**src/rtl/ahb_arbiter.sv**
```systemverilog
// ahb_arbiter: AHB bus arbiter with burst locking, parked grant and registered Hmaster.
// Define AHB_ARB_ROUND_ROBIN_EN for rotating priority; otherwise the lowest-index requester wins.
module ahb_arbiter #(
    parameter int NUM_MASTERS = 4,
    localparam int MW = $clog2(NUM_MASTERS)
) (
    input  logic                   Hclk,
    input  logic                   Hreset,
    input  logic [NUM_MASTERS-1:0] Hreq,
    input  logic                   Hready,
    input  logic [1:0]             Htrans,
    input  logic [2:0]             Hburst,
    output logic [NUM_MASTERS-1:0] Hgrant,
    output logic [MW-1:0]          Hmaster
);
    localparam logic [1:0] BUSY = 2'b01, NONSEQ = 2'b10, SEQ = 2'b11;

    logic [3:0]             cnt;
    logic [3:0]             len_m1;
    logic                   locked;
    logic [MW-1:0]          gidx;
    logic [MW-1:0]          nidx;
    logic [NUM_MASTERS-1:0] rot;

    always_comb begin
        len_m1 = Hburst[2:1] == 2'b01 ? 4'd3 : Hburst[2:1] == 2'b10 ? 4'd7 :
                 Hburst[2:1] == 2'b11 ? 4'd15 : 4'd0;
        locked = Htrans == BUSY || (Htrans == NONSEQ && Hburst != 3'b000) ||
                 (Htrans == SEQ && Hburst == 3'b001) || (Htrans == SEQ && cnt > 4'd1);
    end

    always_comb begin
        gidx = '0;
        for (int i = 0; i < NUM_MASTERS; i++)
            if (Hgrant[i]) gidx = MW'(i);
    end

    // rot[k] is the request of master (gidx+1+k) mod NUM_MASTERS, so rot[0] has top priority
    assign rot = (Hreq >> (int'(gidx) + 1)) | (Hreq << (NUM_MASTERS - 1 - int'(gidx)));

    always_comb begin
        nidx = gidx;
`ifdef AHB_ARB_ROUND_ROBIN_EN
        for (int k = NUM_MASTERS - 1; k >= 0; k--)
            if (rot[k]) nidx = MW'((int'(gidx) + 1 + k) % NUM_MASTERS);
`else
        for (int k = NUM_MASTERS - 1; k >= 0; k--)
            if (Hreq[k]) nidx = MW'(k);
`endif
    end

    always_ff @(posedge Hclk) begin
        if (Hreset) begin
            Hgrant  <= NUM_MASTERS'(1);
            Hmaster <= '0;
            cnt     <= '0;
        end else if (Hready) begin
            Hmaster <= gidx;
            if (!locked && Hreq != '0) Hgrant <= NUM_MASTERS'(1) << nidx;
            if (Htrans == NONSEQ && Hburst != 3'b001) cnt <= len_m1;
            else if (Htrans == SEQ && cnt != 4'd0) cnt <= cnt - 4'd1;
        end
    end
endmodule

```
**config.mk**
```make
export PLATFORM = sky130hd
export DESIGN_NAME = ahb_arbiter
export DESIGN_NICKNAME = d
export VERILOG_FILES = /design/src/rtl/ahb_arbiter.sv
export SDC_FILE = /design/constraint.sdc
export NUM_CORES = 1
export LEC_CHECK = 0
export ABC_AREA = 1
export CORE_UTILIZATION = 49
export DETAILED_ROUTE_END_ITERATION = 7
export PLACE_DENSITY = 0.89
export SLEW_MARGIN = 30
export SYNTH_ARGS = -nofsm -noshare
export SYNTH_HDL_FRONTEND = slang
export SYNTH_SLANG_ARGS = --single-unit
```
**constraint.sdc**
```tcl
create_clock -name Hclk -period 3.5 [get_ports Hclk]
set_clock_uncertainty 0.15 [all_clocks]
set_input_delay 0.7 -clock Hclk [delete_from_list [all_inputs] [get_ports Hclk]]
set_output_delay 0.7 -clock Hclk [all_outputs]
set_load 0.01 [all_outputs]
```
==> run_results.csv <==
group,metric,value,unit
setup_path,worstPathCellList,"clkdlybuf4s50_1",
global_route,grt_max_degree,9,
synth,synthAdderAreaFrac,5.60,%
cts,clk_latency,0.26,ns
global_route,grt_pass1_vias,612,
floorplan,dieArea,1520,um2
timing,fin_crit_sh,58.3,%
floorplan,core,1190,um2
setup_path,worst-path-buf-inv,1,
detailed_routing,routed_via_density,5.04,
global_route,gr-total-overflow,0,
floorplan,start_util,56.5,%
cts,path_clk_slew,0.06,ns
timing,finalMaxSlewViolations,0,
setup_path,slowest_stage,"clkdlybuf4s50_1",
setup_path,endpoint_kind,"primary output",
detailed_routing,drc,0,
timing,finalHoldViolCount,0,
synth,synth_area,671,um2
cells_and_area,fin_nets,144,
cts,post-cts-setup-buffer-count,0,
floorplan,die_w,39.0,um
synth,synthMuxAreaShare,0,%
pwr,p_per_area,324,nW/um2
setup_path,max_stage_delay,0.56,ns
global_route,antenna_found_initial,0,
floorplan,die_h,39.0,um
detailed_routing,drtAntennaViolNets,0,
detailed_routing,finalWirelength,1.51,mm
setup_path,worstPathRequired,2.65,ns
status,status,"finished clean",
detailed_routing,drt-initial-drc-count,27,
floorplan,ios,18,
synth,yosys_warnings,0,
detailed_routing,post_drt_wl_per_cell,10.7,um
placed_design,gp_congestion,0.841,
cells_and_area,fillCellCount,100,
timing,slew_headroom,81.0,%
placed_design,io_buffers,17,
synth,syn_nets,122,
cts,cts_buffers,3,
timing,tightestPinTransition,0.284,ns
synth,ys_seq_elements,10,
pwr,p_leak,0.428,nW
cells_and_area,syn_to_final_growth,31.3,%
cells_and_area,final-seq-area,200,um2
setup_path,cp-start-kind,"flop",
placed_design,place_hpwl,1.20,mm
timing,fmax,490,MHz
global_route,grt_use_met3,2.31,%
timing,rsz0062_at_grt,"no",
cts,numClockSinks,10,
detailed_routing,vias,710,
synth,synth_xor_area_share,0,%
synth,synth_compound_area_share,13.2,%
synth,synth.avg_cell_area,6.27,um2
synth,yosysSeqAreaShare,29.9,%
setup_path,critPathTopFamily,"buffers and inverters",
global_route,grtUsageMet1,34.3,%
placed_design,placedCellCount,138,
job,cap_viol_max_count,0,
synth,ys_types,20,
cts,cts_tree,"built",
pwr,vdd_drop_max,0.000224,V
synth,synthCells,107,
timing,setup_viol,0,
cells_and_area,final_cell_mix,"nand2_1, inv_1, nor2_1, clkdlybuf4s50_1, dfxtp_1",
cells_and_area,diodes,0,
cts,ctsHoldBuffers,0,
detailed_routing,dr.pass1.iters,4,
global_route,gr-usage-all-layers,24.8,%
cts,ctsRootBufferMaster,"clkbuf_4",
cells_and_area,final_common_cell,"nand2_1",
setup_path,worstSetupPathType,"reg -> out",
hold_path,holdCritPathClass,"reg -> reg",
global_route,grtUsageMet2,34.2,%
setup_path,worstPathArrival,1.19,ns
cts,clock_path_buffers,2,
setup_path,path_max_fanout,4,
cells_and_area,fin_cells,141,
floorplan,rows,12,
global_route,grt_pass1_wl,2.47,mm
cells_and_area,drive_above_1_share,11.8,%
cells_and_area,multiInputGateArea,398,um2
cts,cts-resized-gates,0,
timing,period_needed,2.04,ns
synth,synth_top_family_by_area,"simple AND/OR/NAND/NOR gates",
synth,synth_simple_gate_area_share,40.5,%
cts,htreeDepth,1,
global_route,busiest_layer,"met1",
timing,finalSetupTns,0,ns
[synthesized netlist by cell type, drive strengths merged]
cell type   n  area (um2)
o211ai      1        7.51
o21ai       8        40.0
nand4       1        6.26
dfxtp      10         200
a21oi       7        35.0
clkinv      1        5.00
nor2       20        87.6
nor3        1        5.00
inv        18        67.6
nand2      26         118
nand3      10        55.1
ha          3        37.5
o22ai       1        6.26
[per-layer routing]
metal / up-vias / share of wire, %
li1: 377 / -
met1: 299 / 50
met2: 26 / 41
met3: 8 / 5.6
met4: 0 / 3.9
met5: - / 0
[state kept, by name (all words and copies together) (netlist names)]
name / count
Hgrant: 4
Hmaster: 2
cnt: 4
[layout make-up]
cell class / count / share of cell area [%]
multi-input combinational: 78 / 45.2
sequential: 10 / 22.7
clock buffer: 3 / 2.56
timing repair buffer: 17 / 19.3
inverter: 19 / 8.24
tap: 14 / 1.99
[kinds of logic (layout without fill, tap and decap cells)]
logic type / after synthesis / after routing
buf+inv: 19 / 39
compound gates: 17 / 17
fa+ha+maj: 3 / 3
flops: 10 / 10
simple gates: 58 / 58
[through the flow]
stage                     power, mW  setup slack, ns  area, um2  util [%]  hold slack, ns
after global routing          0.304             1.42        881      74.3           0.367
after detailed placement      0.210             1.24        858      72.4           0.330
after global placement        0.208             1.31        858      72.4           0.322
after floorplan               0.176             1.91        671         -           0.301
after CTS                     0.288             1.45        881      74.3           0.338
final                         0.285             1.46        881      74.3           0.338
[final timing paths]
check | startpoint | endpoint | slack (ns) | cells past startpoint
max reg2reg | cnt[0]$_SDFFE_PP0P_ | Hgrant[2]$_SDFFE_PP0P_ | 1.87 | 11
min | cnt[2]$_SDFFE_PP0P_ | cnt[2]$_SDFFE_PP0P_ | 0.34 | 2
max | Hgrant[2]$_SDFFE_PP0P_ | Hgrant[2] | 1.46 | 1
min reg2reg | cnt[2]$_SDFFE_PP0P_ | cnt[2]$_SDFFE_PP0P_ | 0.34 | 2
[report_power, final]
group	internal, mW	switching, mW
sequential	0.121	0.00492
clock	0.0396	0.0371
combinational	0.0369	0.0453
total	0.198	0.0874
No activity file was read; power rests on OpenSTA's default activity.
==> variant 1: new RTL, same flow settings <==
Add a define of `AHB_ARB_ROUND_ROBIN_EN`.
--- a/src/rtl/ahb_arbiter.sv
+++ b/src/rtl/ahb_arbiter.sv
@@ -1,4 +1,6 @@
 // ahb_arbiter: AHB bus arbiter with burst locking, parked grant and registered Hmaster.
 // Define AHB_ARB_ROUND_ROBIN_EN for rotating priority; otherwise the lowest-index requester wins.
+`define AHB_ARB_ROUND_ROBIN_EN
+
 module ahb_arbiter #(
     parameter int NUM_MASTERS = 4,
Behaviour: not the same (Yosys sat finds a counterexample within 4 cycles, from zero or initial values and one cycle with Hreset high).
==> variant 1 against the original RTL <==
Sequential cell count unchanged. Wire length increased by 16%. Utilization decreased by 3.7 points. Area after synthesis increased by 10%. Cell area increased by 8.1%. Worst setup slack got worse by 170 ps. Critical path type is now input port to register.
Power is not compared: it rests on default switching activity, and its combinational part moved more than twofold at a synthesized area within 25%.
==> variant 1: results (changes against the original RTL) <==
outcome: finished, final reports clean (unchanged)
Post-Place Worst Slack: 1030 ps (was 1240 ps)
Post-Place Cell Area: 930 sq um (was 858 sq um)
gr usage total: 25.2% (was 24.8%)
Least-Margin Pin Slew: 320 ps (was 284 ps)
first-pass GRT wire length: 2790 um (was 2470 um)
CP max stage delay: 520 ps (was 560 ps)
layout cells sized above 1: 10.2% (was 11.8%)
Vias per Instance: 5.29 (was 5.04)
cts repair resizes: 0 (unchanged)
vias in the first global route: 729 (was 612)
register area share after synthesis: 27.0% (was 29.9%)
reg2reg setup slack: 1730 ps (was 1870 ps)
met3 usage: 3.26% (was 2.31%)
top cells by instance count after synthesis: 21 x nand2_1, 18 x inv_1, 17 x nand3_1 (was 20 x nand2_1, 17 x inv_1, 17 x nor2_1)
Worst setup startpoint: Htrans[1] (was Hgrant[2]$_SDFFE_PP0P_)
CP max FO: 5 (was 4)
routed len/inst: 11.5 um (was 10.7 um)
nets: 154 (was 144)
M1 WL: 884 um (was 752 um)
Starting DRT DRC Count: 22 (was 27)
Worst Hold Launch: Hmaster[0]$_SDFFE_PP0P_ (was cnt[2]$_SDFFE_PP0P_)
layout filler cell count: 118 (was 100)
Root Buffer: clkbuf_4 (unchanged)
FF-to-FF path depth: 9 (was 11)
Warnings, synthesis: 0 (unchanged)
worst skew pair latency: 250 ps
Hold Path End: Hmaster[0]$_SDFFE_PP0P_ (was cnt[2]$_SDFFE_PP0P_)
Post-Syn Nets: 132 (was 122)
WL met3: 92 um (was 85 um)
top layer in use: met3 (was met4)
Final Wtd Congestion: 0.900 (was 0.841)
variant 1: cell count changes in the layout (fill, tap and decap cells not counted), moves of 2 or more:
| cell | before | now |
|---|---|---|
| nand3_1 | 9 | 17 |
| nor2_1 | 17 | 9 |
| a21oi_1 | 7 | 14 |
| o21ai_1 | 2 | 0 |
variant 1: cell type report:
class | instances | area (sq um) | share of cell area (%)
Tap cell | 15 | 18.8 | 1.97
Sequential cell | 10 | 200 | 21.0
Multi-Input combinational cell | 88 | 469 | 49.3
Inverter | 19 | 71.3 | 7.49
Clock buffer | 3 | 22.5 | 2.37
Timing Repair Buffer | 17 | 170 | 17.9
variant 1: cell families after synthesis:
group	share of synthesized area (%)
compound gates	18.4
fa+ha+maj	5.07
buf+inv	9.63
flops	27.0
simple gates	39.9
variant 1: where the power goes:
group	switching (W)	internal (W)	leakage, nW
logic	0.000124	0.0000847	0.336
registers	0.0000132	0.000127	0.0820
clock network	0.0000315	0.0000393	0.0138
variant 1: worst max-delay path by stage:
stage	to	slack [ps]	cells past startpoint
detailed placement	Hgrant[3]$_SDFFE_PP0P_	1030	11
CTS	Hgrant[3]$_SDFFE_PP0P_	1290	11
global route	Hgrant[0]$_SDFFE_PP1P_	1140	11
floorplan	Hgrant[0]$_SDFFE_PP1P_	1640	10
finish	Hgrant[2]$_SDFFE_PP0P_	1290	11
global placement	Hgrant[3]$_SDFFE_PP0P_	1120	11
variant 1: through the flow:
| step | std cells | hold WS, ps | util (%) |
|---|---|---|---|
| after floorplan | 117 | 315 | - |
| after global placement | 149 | 308 | 68.9 |
| after detailed placement | 149 | 318 | 68.9 |
| after CTS | 152 | 335 | 70.5 |
| after global routing | 152 | 360 | 70.5 |
| final | 152 | 329 | 70.5 |
==> variant 2: new RTL, config.mk and constraints unchanged <==
Made on the original files. Make the reset (`Hreset`) asynchronous in one clocked block.
--- a/src/rtl/ahb_arbiter.sv
+++ b/src/rtl/ahb_arbiter.sv
@@ -50,5 +50,5 @@
     end
 
-    always_ff @(posedge Hclk) begin
+    always_ff @(posedge Hclk or posedge Hreset) begin
         if (Hreset) begin
             Hgrant  <= NUM_MASTERS'(1);
Function: differs if Hreset is asserted again (counterexample within 4 cycles, from zero or initial values and one cycle with Hreset high); with Hreset held inactive, the same outputs for 10 cycles.
==> variant 2 against the original RTL <==
Sequential share of layout area up 3.7 points. Highest routed layer is now met3. Die area up 7.8%. Cell area up 8.0%. Synthesized cell count down 12%. Area after synthesis up 8.2%. Non-clock buffer count unchanged. Wire length down 3.1%. Sequential cell count unchanged. Worst setup slack worse by 140 ps.
Power is not compared: it rests on default switching activity, and its combinational part moved more than twofold at a synthesized area within 25%.
==> variant 2: results (changes against the original RTL) <==
CP max FO: 2 (was 4)
Post-Place Cell Area: 915 sq um (was 858 sq um)
gr usage total: 22.4% (was 24.8%)
Vias per Instance: 4.88 (was 5.04)
Root Buffer: clkbuf_4 (unchanged)
asr flop ratio synth: 100% (was 0%)
First-pass DRT Iterations: 4 (unchanged)
DPL Wire Length: 1200 um (about the same)
nets: 131 (was 144)
Final Wtd Congestion: 0.753 (was 0.841)
vias in the first global route: 525 (was 612)
first-pass GRT wire length: 2290 um (was 2470 um)
cell class contributing the biggest share of worst-path delay: flip-flops (was buffers and inverters)
register area share after synthesis: 34.7% (was 29.9%)
Critical-path top delay cell: dfstp_2 (was clkdlybuf4s50_1)
Post-Syn Nets: 109 (was 122)
CTS max path bufs: 2 (unchanged)
Regs by FF count: Hgrant: 4 flops, cnt: 4 flops, Hmaster: 2 flops (unchanged)
layout cells sized above 1: 20.9% (was 11.8%)
Least-Margin Pin Slew: 396 ps (was 284 ps)
largest net degree at the start of global routing: 11 (was 9)
layout filler cell count: 117 (was 100)
top cells by area, synth: dfrtp_1 31%, nand2_1 10%, inv_1 6.7% (was dfxtp_1 30%, nand2_1 11%, inv_1 9.5%)
Post-Place Worst Slack: 1390 ps (was 1240 ps)
Starting DRT DRC Count: 16 (was 27)
top cells by instance count after synthesis: 20 x nand2_1, 13 x inv_1, 9 x dfrtp_1 (was 20 x nand2_1, 17 x inv_1, 17 x nor2_1)
CP max stage delay: 530 ps (was 560 ps)
routed len/inst: 11.3 um (was 10.7 um)
VDD IR max: 0.000355 V
H-tree levels: 1 (unchanged)
Yosys cell types: 21 (was 20)
outcome: finished, final reports clean (unchanged)
-- variant 2: per-stage QoR --
step / util, % / hold slack [ps] / instances / power (W)
global route: 71.3 / 334 / 130 / 0.000574
finish: 71.3 / 324 / 130 / 0.000529
global placement: 68.6 / 313 / 126 / 0.000421
detailed placement: 68.6 / 314 / 126 / 0.000426
CTS: 71.3 / 325 / 130 / 0.000534
floorplan: - / 324 / 94 / 0.000346
-- variant 2: path summary, 6_finish.rpt --
check	startpoint	endpoint	slack, ps	cells past startpoint
worst min register to register	Hgrant[0]$_DFFE_PP1P_	Hgrant[0]$_DFFE_PP1P_	320	2
min in group asynchronous	Hreset	cnt[0]$_DFFE_PP0P_	560	2
max in group asynchronous	Hreset	Hgrant[0]$_DFFE_PP1P_	2310	2
worst max-delay path	Hgrant[0]$_DFFE_PP1P_	Hgrant[0]	1320	1
worst max register to register	cnt[0]$_DFFE_PP0P_	Hgrant[3]$_DFFE_PP0P_	1920	9
worst min-delay path	Hgrant[0]$_DFFE_PP1P_	Hgrant[0]$_DFFE_PP1P_	320	2
-- variant 2: cell type report --
| type | count | area, sq um | area share, % |
|---|---|---|---|
| well taps | 15 | 18.8 | 1.97 |
| multi-input cells | 67 | 408 | 42.9 |
| flip-flops and latches | 10 | 251 | 26.4 |
| inverters | 17 | 66.3 | 6.97 |
| repair buffers | 17 | 170 | 17.9 |
| clock buffers | 4 | 36.3 | 3.82 |
-- variant 2: power by group --
part	internal, W	total (W)	switching (W)	leakage (nW)
Combinational	0.000109	0.000237	0.000128	0.325
Sequential	0.000155	0.000188	0.0000330	0.125
Clock	0.0000632	0.000105	0.0000414	0.0210
Total	0.000327	0.000529	0.000202	0.471
-- variant 2: kinds of logic (layout without fill, tap and decap cells) --
kind of cell | after synthesis | count (layout) | synth area share [%]
compound gates | 16 | 16 | 13.1
xor+xnor | 1 | 1 | 1.21
fa+ha+maj | 3 | 3 | 5.17
buf+inv | 17 | 38 | 9.14
flops | 10 | 10 | 34.7
simple gates | 47 | 47 | 36.7
-- variant 2: layer usage --
metal / up-vias / track usage [%] / wire length, um
met3: 0 / 8.33 / 62
met1: 280 / 26.1 / 662
met4: 0 / 10.0 / 0
met2: 18 / 36.1 / 740
li1: 337 / - / -
met5: - / 0 / 0
